===== config.mk =====
export PLATFORM = sky130hd
export DESIGN_NAME = sram_ctrl
export DESIGN_NICKNAME = d
export VERILOG_FILES = /design/src/rtl/sram_ctrl.sv
export SDC_FILE = /design/constraint.sdc
export NUM_CORES = 1
export LEC_CHECK = 0
export CORE_UTILIZATION = 42
export DETAILED_ROUTE_END_ITERATION = 7
export PLACE_DENSITY = 0.8
export SLEW_MARGIN = 20
export SYNTH_ARGS = -nofsm -noshare
export SYNTH_HDL_FRONTEND = slang
export SYNTH_SLANG_ARGS = --single-unit

===== constraint.sdc =====
create_clock -name clock -period 4.59 [get_ports clock]
set_input_delay 1.377 -clock clock [delete_from_list [all_inputs] [get_ports clock]]
set_output_delay 1.377 -clock clock [all_outputs]
set_load 0.1 [all_outputs]

===== src/rtl/sram_ctrl.sv =====
// Single-outstanding bus slave driving a 16-bit asynchronous SRAM.
// The access timing is fixed by the RD_CYCLES and WR_CYCLES parameters.
module sram_ctrl #(
  parameter int unsigned ADDR_WIDTH = 20,
  parameter int unsigned DATA_WIDTH = 16,
  parameter int unsigned BE_WIDTH   = DATA_WIDTH / 8,
  parameter int unsigned RD_CYCLES  = 2,
  parameter int unsigned WR_CYCLES  = 2
) (
  input  logic                  clock,
  input  logic                  reset,
  input  logic [ADDR_WIDTH-1:0] address,
  input  logic [BE_WIDTH-1:0]   byteenable,
  input  logic                  read,
  input  logic                  write,
  input  logic [DATA_WIDTH-1:0] writedata,
  output logic                  waitrequest,
  output logic [DATA_WIDTH-1:0] readdata,
  output logic                  readdataready,
  output logic [ADDR_WIDTH-1:0] sram_addr,
  output logic [DATA_WIDTH-1:0] sram_dq_out,
  output logic                  sram_dq_oe,
  input  logic [DATA_WIDTH-1:0] sram_dq_in,
  output logic                  sram_ce_n,
  output logic                  sram_oe_n,
  output logic                  sram_we_n,
  output logic                  sram_lb_n,
  output logic                  sram_ub_n
);

  typedef enum logic [2:0] {IDLE, READ, WSETUP, WRITE, WREC} state_t;

  state_t     state;
  logic [3:0] cnt;

  // Busy whenever an access is in flight; reset blocks acceptance immediately.
  assign waitrequest = reset | (state != IDLE);

  always_ff @(posedge clock or posedge reset) begin
    if (reset) begin
      state         <= IDLE;
      cnt           <= 4'd0;
      readdata      <= '0;
      readdataready <= 1'b0;
      sram_addr     <= '0;
      sram_dq_out   <= '0;
      sram_dq_oe    <= 1'b0;
      sram_ce_n     <= 1'b1;
      sram_oe_n     <= 1'b1;
      sram_we_n     <= 1'b1;
      sram_lb_n     <= 1'b1;
      sram_ub_n     <= 1'b1;
    end else begin
      readdataready <= 1'b0;
      case (state)
        IDLE: begin
          if (read || write) begin
            sram_addr   <= address;
            sram_dq_out <= writedata;
            sram_ce_n   <= 1'b0;
          end
          // A simultaneous read and write is serviced as a write.
          if (write) begin
            state      <= WSETUP;
            sram_dq_oe <= 1'b1;
            sram_lb_n  <= ~byteenable[0];
            sram_ub_n  <= ~byteenable[1];
          end else if (read) begin
            state     <= READ;
            cnt       <= 4'(RD_CYCLES - 1);
            sram_oe_n <= 1'b0;
            sram_lb_n <= 1'b0;
            sram_ub_n <= 1'b0;
          end
        end
        READ: begin
          if (cnt == 4'd0) begin
            state         <= IDLE;
            readdata      <= sram_dq_in;
            readdataready <= 1'b1;
            sram_ce_n     <= 1'b1;
            sram_oe_n     <= 1'b1;
            sram_lb_n     <= 1'b1;
            sram_ub_n     <= 1'b1;
          end else begin
            cnt <= cnt - 4'd1;
          end
        end
        WSETUP: begin
          state     <= WRITE;
          cnt       <= 4'(WR_CYCLES - 1);
          sram_we_n <= 1'b0;
        end
        WRITE: begin
          if (cnt == 4'd0) begin
            state     <= WREC;
            sram_we_n <= 1'b1;
          end else begin
            cnt <= cnt - 4'd1;
          end
        end
        WREC: begin
          // Address and data stay put through this cycle for SRAM hold time.
          state      <= IDLE;
          sram_dq_oe <= 1'b0;
          sram_ce_n  <= 1'b1;
          sram_lb_n  <= 1'b1;
          sram_ub_n  <= 1'b1;
        end
        default: state <= IDLE;
      endcase
    end
  end

endmodule


-- Yosys cells after proc, flatten, opt, wreduce, memory -nomap -nowiden
Cells that the tools add are included.
- register bits after elaboration: 66
- input port bits: 58
- logic and storage cells: 71
- add/sub/neg operators: 1
- eq/ne operators: 12
- multiplexer cells: 24
- bitwise operators: 3
- reduce and logical (&&, ||, !) cells: 19
- operators with widths (cell ; count):
    $ne 2x2->1 const B ; 7
    $mux 3 ; 4
    $mux 4 ; 3
    $pmux 3 s4 ; 1
    $pmux 4 s3 ; 1
    $mux 1 ; 9
    $pmux 1 s3 ; 3
    $reduce_and 3->1 ; 3
    $reduce_bool 3->1 ; 3
    $reduce_and 2->1 ; 4
    $reduce_and 4->1 ; 2
    $eq 3x2->1 const B ; 2
    $pmux 1 s2 ; 3
    $reduce_bool 2->1 ; 3
    $logic_not 4->1 ; 1
    $sub 4x1->4 const B ; 1
    $eq 3x1->1 const B ; 1
    $eq 3x3->1 const B ; 1
    $logic_not 3->1 ; 1
    $ne 3x3->1 const B ; 1
    $not 1->1 ; 2
    $reduce_or 2->1 ; 1
    $logic_or 1x1->1 ; 1
    $or 1x1->1 ; 1

-- Depth between registers and ports, before layout
Gate-level depths: netlist (run 1).
- word-level depth: 4
- depth in mapped cells: 6
- gate-level depth less buffers: 5

-- Worst setup path before layout (run 1)
Ideal clock, no wire load.
- path type: input -> output
- start point: input reset
- end point: output waitrequest
- data arrival time: 3.832 ns
- required time: 3.213 ns
- setup slack: -0.619 ns
- stages on the path: 2
- cell sequence: inv_1 nand2b_1
- longest elaborated chain between the ends: 1
- RTL lines (element ; line ; RTL):
    start, declared ; 11 ; input logic reset,
    $or 1x1->1 ; 37 ; assign waitrequest = reset | (state != IDLE);
    end, declared ; 17 ; output logic waitrequest,
No other way between the ends.

-- Final worst setup path (run 1)
Same ends and word-level chain as after synthesis.

==> flow_summary.yaml, run 1 <==
floorplanning:
  start_util: 0.4431
  die_w_um: 81.73
  io_pins: 118
  design.die.area_um2: 6680
  fp-row-count: 28
  core_um2: 6026
  die_h_um: 81.73
worst_setup_path:
  cp.arrival_ns: 2.26
  reg2reg_slack_ns: 2.09
  crit_path_max_fanout: 2
  path_class: "primary input to output pin"
  path_cells: "clkdlybuf4s50_1, clkinvlp_4, nand2b_2, buf_12"
  slowest_delay_ns: 0.51
  end_kind: "output pin"
  crit_path_start_kind: "primary input"
  critPathSlowestCell: "clkdlybuf4s50_1"
  crit_required_ns: 3.21
place:
  dp_cells: 363
  place.detailed.hpwl_mm: 4.190
  dpl-instance-area_um2: 3914
  place.gp.congestion: 0.8431
  io_buffers: 117
drt:
  first_iter_violations: 61
  wl_met1_mm: 2.360
  routed_via_density: 4.953
  dr.pass1.iters: 4
  antenna_left: 0
  post-route-drc-count: 0
  wl_mm: 5.780
  vias: 1877
  met2_length_mm: 2.652
  highest_layer: "met4"
  routedWlPerCell_um: 15.25
  dr_wl_met3_um: 671
sta:
  setup_tns_ns: 0
  rsz0062_at_grt: "no"
  finalCriticalPeriod_ns: 3.636
  finalHoldViolations: 0
  setup_viol: 0
  max_freq_mhz: 275.1
  fin_crit_sh: 0.7921
  slew_viol_final: 0
  timing_worst_slew_pin_value_ns: 0.9951
  slew_headroom: 0.3346
  fin_skew_ns: 0.008069
grt:
  track_usage: 0.1843
  antenna_found_initial: 0
  grt-ovfl-total: 0
  grt_pass1_wl_mm: 8.990
  grt_pass1_vias: 1895
  grt_start_max_net_pins: 67
worst_hold_path:
  hold_path_class: "flip-flop to flip-flop"
finish:
  area_growth_pct: 53.33
  final_core_util: 0.6794
  final_area_um2: 4094
  final_nets: 359
  drive_gt1_frac: 0.2566
  stdcell_count: 379
  antenna_cells: 0
yosys:
  yosysTopAreaCell: "dfrtp_1"
  seq_area_frac_synth: 0.6209
  ys_async_sr_fraction: 1.000
  syn_avg_cell_area_um2: 15.26
  synthTopCellsByArea: "dfrtp_1 57%, mux2_2 19%, dfstp_2 4.9%, mux2_4 4.5%, nand2b_1 1.4%"
  ys_seq_elements: 66
  synth_edf_count: 0
  synth_cell_types: 32
  synth_fp_nets: 235
  synthCells: 175
  synth_area_um2: 2670
  ys.warnings.count: 0
  synth_top_flop_cell: "dfrtp_1"
  synth_top_area_frac: 0.5717
clock_tree:
  holdBufCountCts: 0
  htreeDepth: 3
  root_buffer: "clkbuf_8"
  cts_buffer_depth: 2
  cts.sinks: 66
  cts_setup_buffers: 0
  cts_made_buffers: 9
  clk_latency_ns: 0.33
  clk_pin_slew_ns: 0.06
  cts_tree: "yes"
  cts_resized: 0
outcome:
  outcome: "completed"
run:
  max_cap_violations: 0
registers in the layout, summed over array words and instances, names as in the netlist:
signal,flops
cnt,4
readdata,16
readdataready,1
sram_addr,20
sram_ce_n,1
sram_dq_oe,1
sram_dq_out,16
sram_lb_n,1
sram_oe_n,1
sram_ub_n,1
sram_we_n,1
state,3
per-stage QoR:
stage	hold slack (ns)	worst slack, ns
2_1_floorplan	0.4649	0.1186
3_3_place_gp	0.4882	0.9560
3_5_place_dp	0.4949	0.9555
4_1_cts	0.5062	0.9459
5_1_grt	0.5226	0.9258
6_report	0.5023	0.9543
cell usage after synthesis (all sizes together), types with 2 or more instances:
cell,count
inv,6
buf,6
nor3,3
dfstp,5
nand2b,6
a2bb2oi,2
o22a,3
a21oi,4
dfrtp,61
nor2,8
nor3b,2
ha,2
or3,3
mux2,52
cells in the final DEF, fill, tap and decap left out, types with 2 or more instances in the layout:
master	n
ha_1	2
clkbuf_1	4
clkdlybuf4s50_1	116
o22a_1	2
buf_4	2
or3_1	3
dfstp_2	5
nor3_1	2
clkbuf_8	12
nor3b_1	2
inv_1	5
mux2_4	8
a21oi_1	4
a2bb2oi_1	2
dfrtp_1	61
nand2b_1	5
mux2_2	44
nor2_1	7
metal layers:
layer,global-route usage,vias to the layer above
li1,-,874
met1,0.2146,901
met2,0.2909,92
met3,0.07556,10
met4,0.09474,0
met5,0,-
logic make-up after synthesis:
kind of cell / share of synthesized area
multiplexers: 0.2306
buffers and inverters: 0.03093
flip-flops: 0.6209
AND/OR/NAND/NOR: 0.05998
adder cells (fa/ha/maj): 0.009371
AO/OA/AOI/OAI: 0.04827
worst max-delay path: cells and delay by family:
kind          cells  cell delay [ns]
buf+inv           3             0.78
simple gates      1             0.09
worst paths after layout:
kind | depth (start not counted) | endpoint | startpoint
worst max-delay path | 4 | waitrequest | reset
worst min-delay path | 1 | sram_ub_n | sram_ub_n
worst max register to register | 5 | readdata[3] | cnt[1]
worst min register to register | 1 | sram_ub_n | sram_ub_n
max in group asynchronous | 3 | sram_addr[18] | reset
min in group asynchronous | 3 | sram_dq_out[0] | reset
layout make-up:
type | count | area (um2)
clock buffer | 16 | 180.2
fill | 468 | 1932
inverter | 6 | 26.28
multi-input combinational | 97 | 939.7
sequential | 66 | 1658
tap | 75 | 93.84
timing repair buffer | 119 | 1196
Power of run 1 is not shown: default switching activity piles up to over one toggle a cycle in this logic, so the estimate is an artifact.
==> run 2: changes to the inputs <==
==> constraint.sdc (replaced) <==
create_clock -name clock -period 3.64 [get_ports clock]
set_input_delay 1.092 -clock clock [delete_from_list [all_inputs] [get_ports clock]]
set_output_delay 1.092 -clock clock [all_outputs]
set_load 0.1 [all_outputs]
==> run 2 against run 1 <==
  * Worst hold slack improved by 0.0059 ns
  * Via count barely moved
  * Sequential share of layout area rose by 0.77 points
  * Wire length rose by 0.69%
  * Die area did not move
  * Sequential cell count did not move
  * Utilization fell by 1.3 points
  * Global-route usage fell by 0.25 points
  * Final cell count rose by 0.53%
  * Critical path type unchanged
  * Critical endpoint unchanged
==> flow_summary.yaml, run 2 (synthesized netlist as in run 1, its figures left out) <==
clock_tree:
  cts_setup_buffers: 0
  clk_pin_slew_ns: 0.07
  clk_latency_ns: 0.34
  cts_resized: 0
  cts_buffer_depth: 2
  holdBufCountCts: 0
  cts.sinks: 66
  cts_tree: "yes"
  htreeDepth: 3
  cts_made_buffers: 9
  root_buffer: "clkbuf_8"
worst_setup_path:
  crit_buf_inv: 3
  critPathTopFamily: "buffers and inverters"
  path_cells: "clkdlybuf4s50_1, clkinvlp_4, nand2b_4, buf_12"
  r2r-end: "readdata[10]"
  end_kind: "output pin"
  cp.arrival_ns: 1.98
  timing.rr.start: "cnt[1]"
  rr_worst_depth: 6
  path_class: "primary input to output pin"
  slowest_delay_ns: 0.51
  crit_path_start_kind: "primary input"
  reg2reg_slack_ns: 1.51
  crit_required_ns: 2.55
  critPathSlowestCell: "clkdlybuf4s50_1"
  crit_path_max_fanout: 2
finish:
  final_nets: 361
  antenna_cells: 0
  stdcell_count: 381
  fill_cells: 466
  regArea_um2: 1658
  final_common_cell: "buf_4"
  largestRegisters: "sram_addr x20, readdata x16, sram_dq_out x16"
  multiInputGateArea_um2: 944.7
  largest_register: "sram_addr"
  area_growth_pct: 50.47
  final_core_util: 0.6667
  final_cell_mix: "62 x buf_4, 61 x dfrtp_1, 57 x clkdlybuf4s50_1"
  drive_gt1_frac: 0.4641
  largest_reg_flops: 20
grt:
  grtUsageMet3: 0.07778
  antenna_found_initial: 0
  grt_pass1_wl_mm: 8.852
  grtUsageMet1: 0.2193
  busiest_layer: "met2"
  grt-ovfl-total: 0
  grt_pass1_vias: 1868
  grt_start_max_net_pins: 67
  track_usage: 0.1818
  grtUsageMet2: 0.2835
drt:
  wl_mm: 5.820
  routedWlPerCell_um: 15.28
  routed_via_density: 4.924
  antenna_left: 0
  vias: 1876
  first_iter_violations: 36
  dr.pass1.iters: 4
  post-route-drc-count: 0
worst_hold_path:
  hp-start: "readdata[7]"
  hold_path_class: "flip-flop to flip-flop"
  hold_path_depth: 1
  min_to: "readdata[7]"
floorplanning:
  design.die.area_um2: 6680
  die_w_um: 81.73
  die_h_um: 81.73
  core_um2: 6026
  start_util: 0.4431
  io_pins: 118
  fp-row-count: 28
sta:
  setup_viol: 0
  fin_crit_sh: 0.8436
  finalHoldViolations: 0
  finalCriticalPeriod_ns: 3.071
  fin_skew_ns: 0.008202
  slew_headroom: 0.4612
  slew_viol_final: 0
  max_freq_mhz: 325.7
  rsz0062_at_grt: "no"
  timing_worst_slew_pin_value_ns: 0.8082
place:
  place.gp.congestion: 0.7350
  place.detailed.hpwl_mm: 4.324
  dp_cells: 365
  io_buffers: 117
run:
  max_cap_violations: 0
outcome:
  outcome: "completed"
run 2: final cells by class:
class                   count  area share
clock buffers              11     0.03519
clock inverters             5     0.01931
inverters                   6    0.006540
multi-input cells          97      0.2351
flip-flops and latches     66      0.4126
well taps                  75     0.02336
repair buffers            121      0.2678
run 2: worst max path at each step:
| stage | startpoint | to | slack, ns | depth (start not counted) |
|---|---|---|---|---|
| 2_1_floorplan | reset | waitrequest | -0.09 | 2 |
| 3_3_place_gp | reset | waitrequest | 0.58 | 4 |
| 3_5_place_dp | reset | waitrequest | 0.56 | 4 |
| 4_1_cts | reset | waitrequest | 0.56 | 4 |
| 5_1_grt | reset | waitrequest | 0.53 | 4 |
| 6_report | reset | waitrequest | 0.57 | 4 |
run 2: through the flow:
step	setup WS [ns]	hold slack [ns]	cell area, um2	setup TNS [ns]
floorplan	-0.09039	0.4649	2681	-0.09039
finish	0.5694	0.5083	4018	0
global placement	0.5773	0.4891	3799	0
global route	0.5339	0.5198	4018	0
CTS	0.5648	0.5104	4018	0
detailed placement	0.5648	0.4946	3799	0
run 2: per-layer routing:
layer	vias up	part of all wire	routed length, um
met3	10	0.10	588
li1	882	-	-
met2	83	0.48	2765
met5	-	0	0
met1	901	0.41	2388
met4	0	0.013	78
Power of run 2 is left out for the same reason.
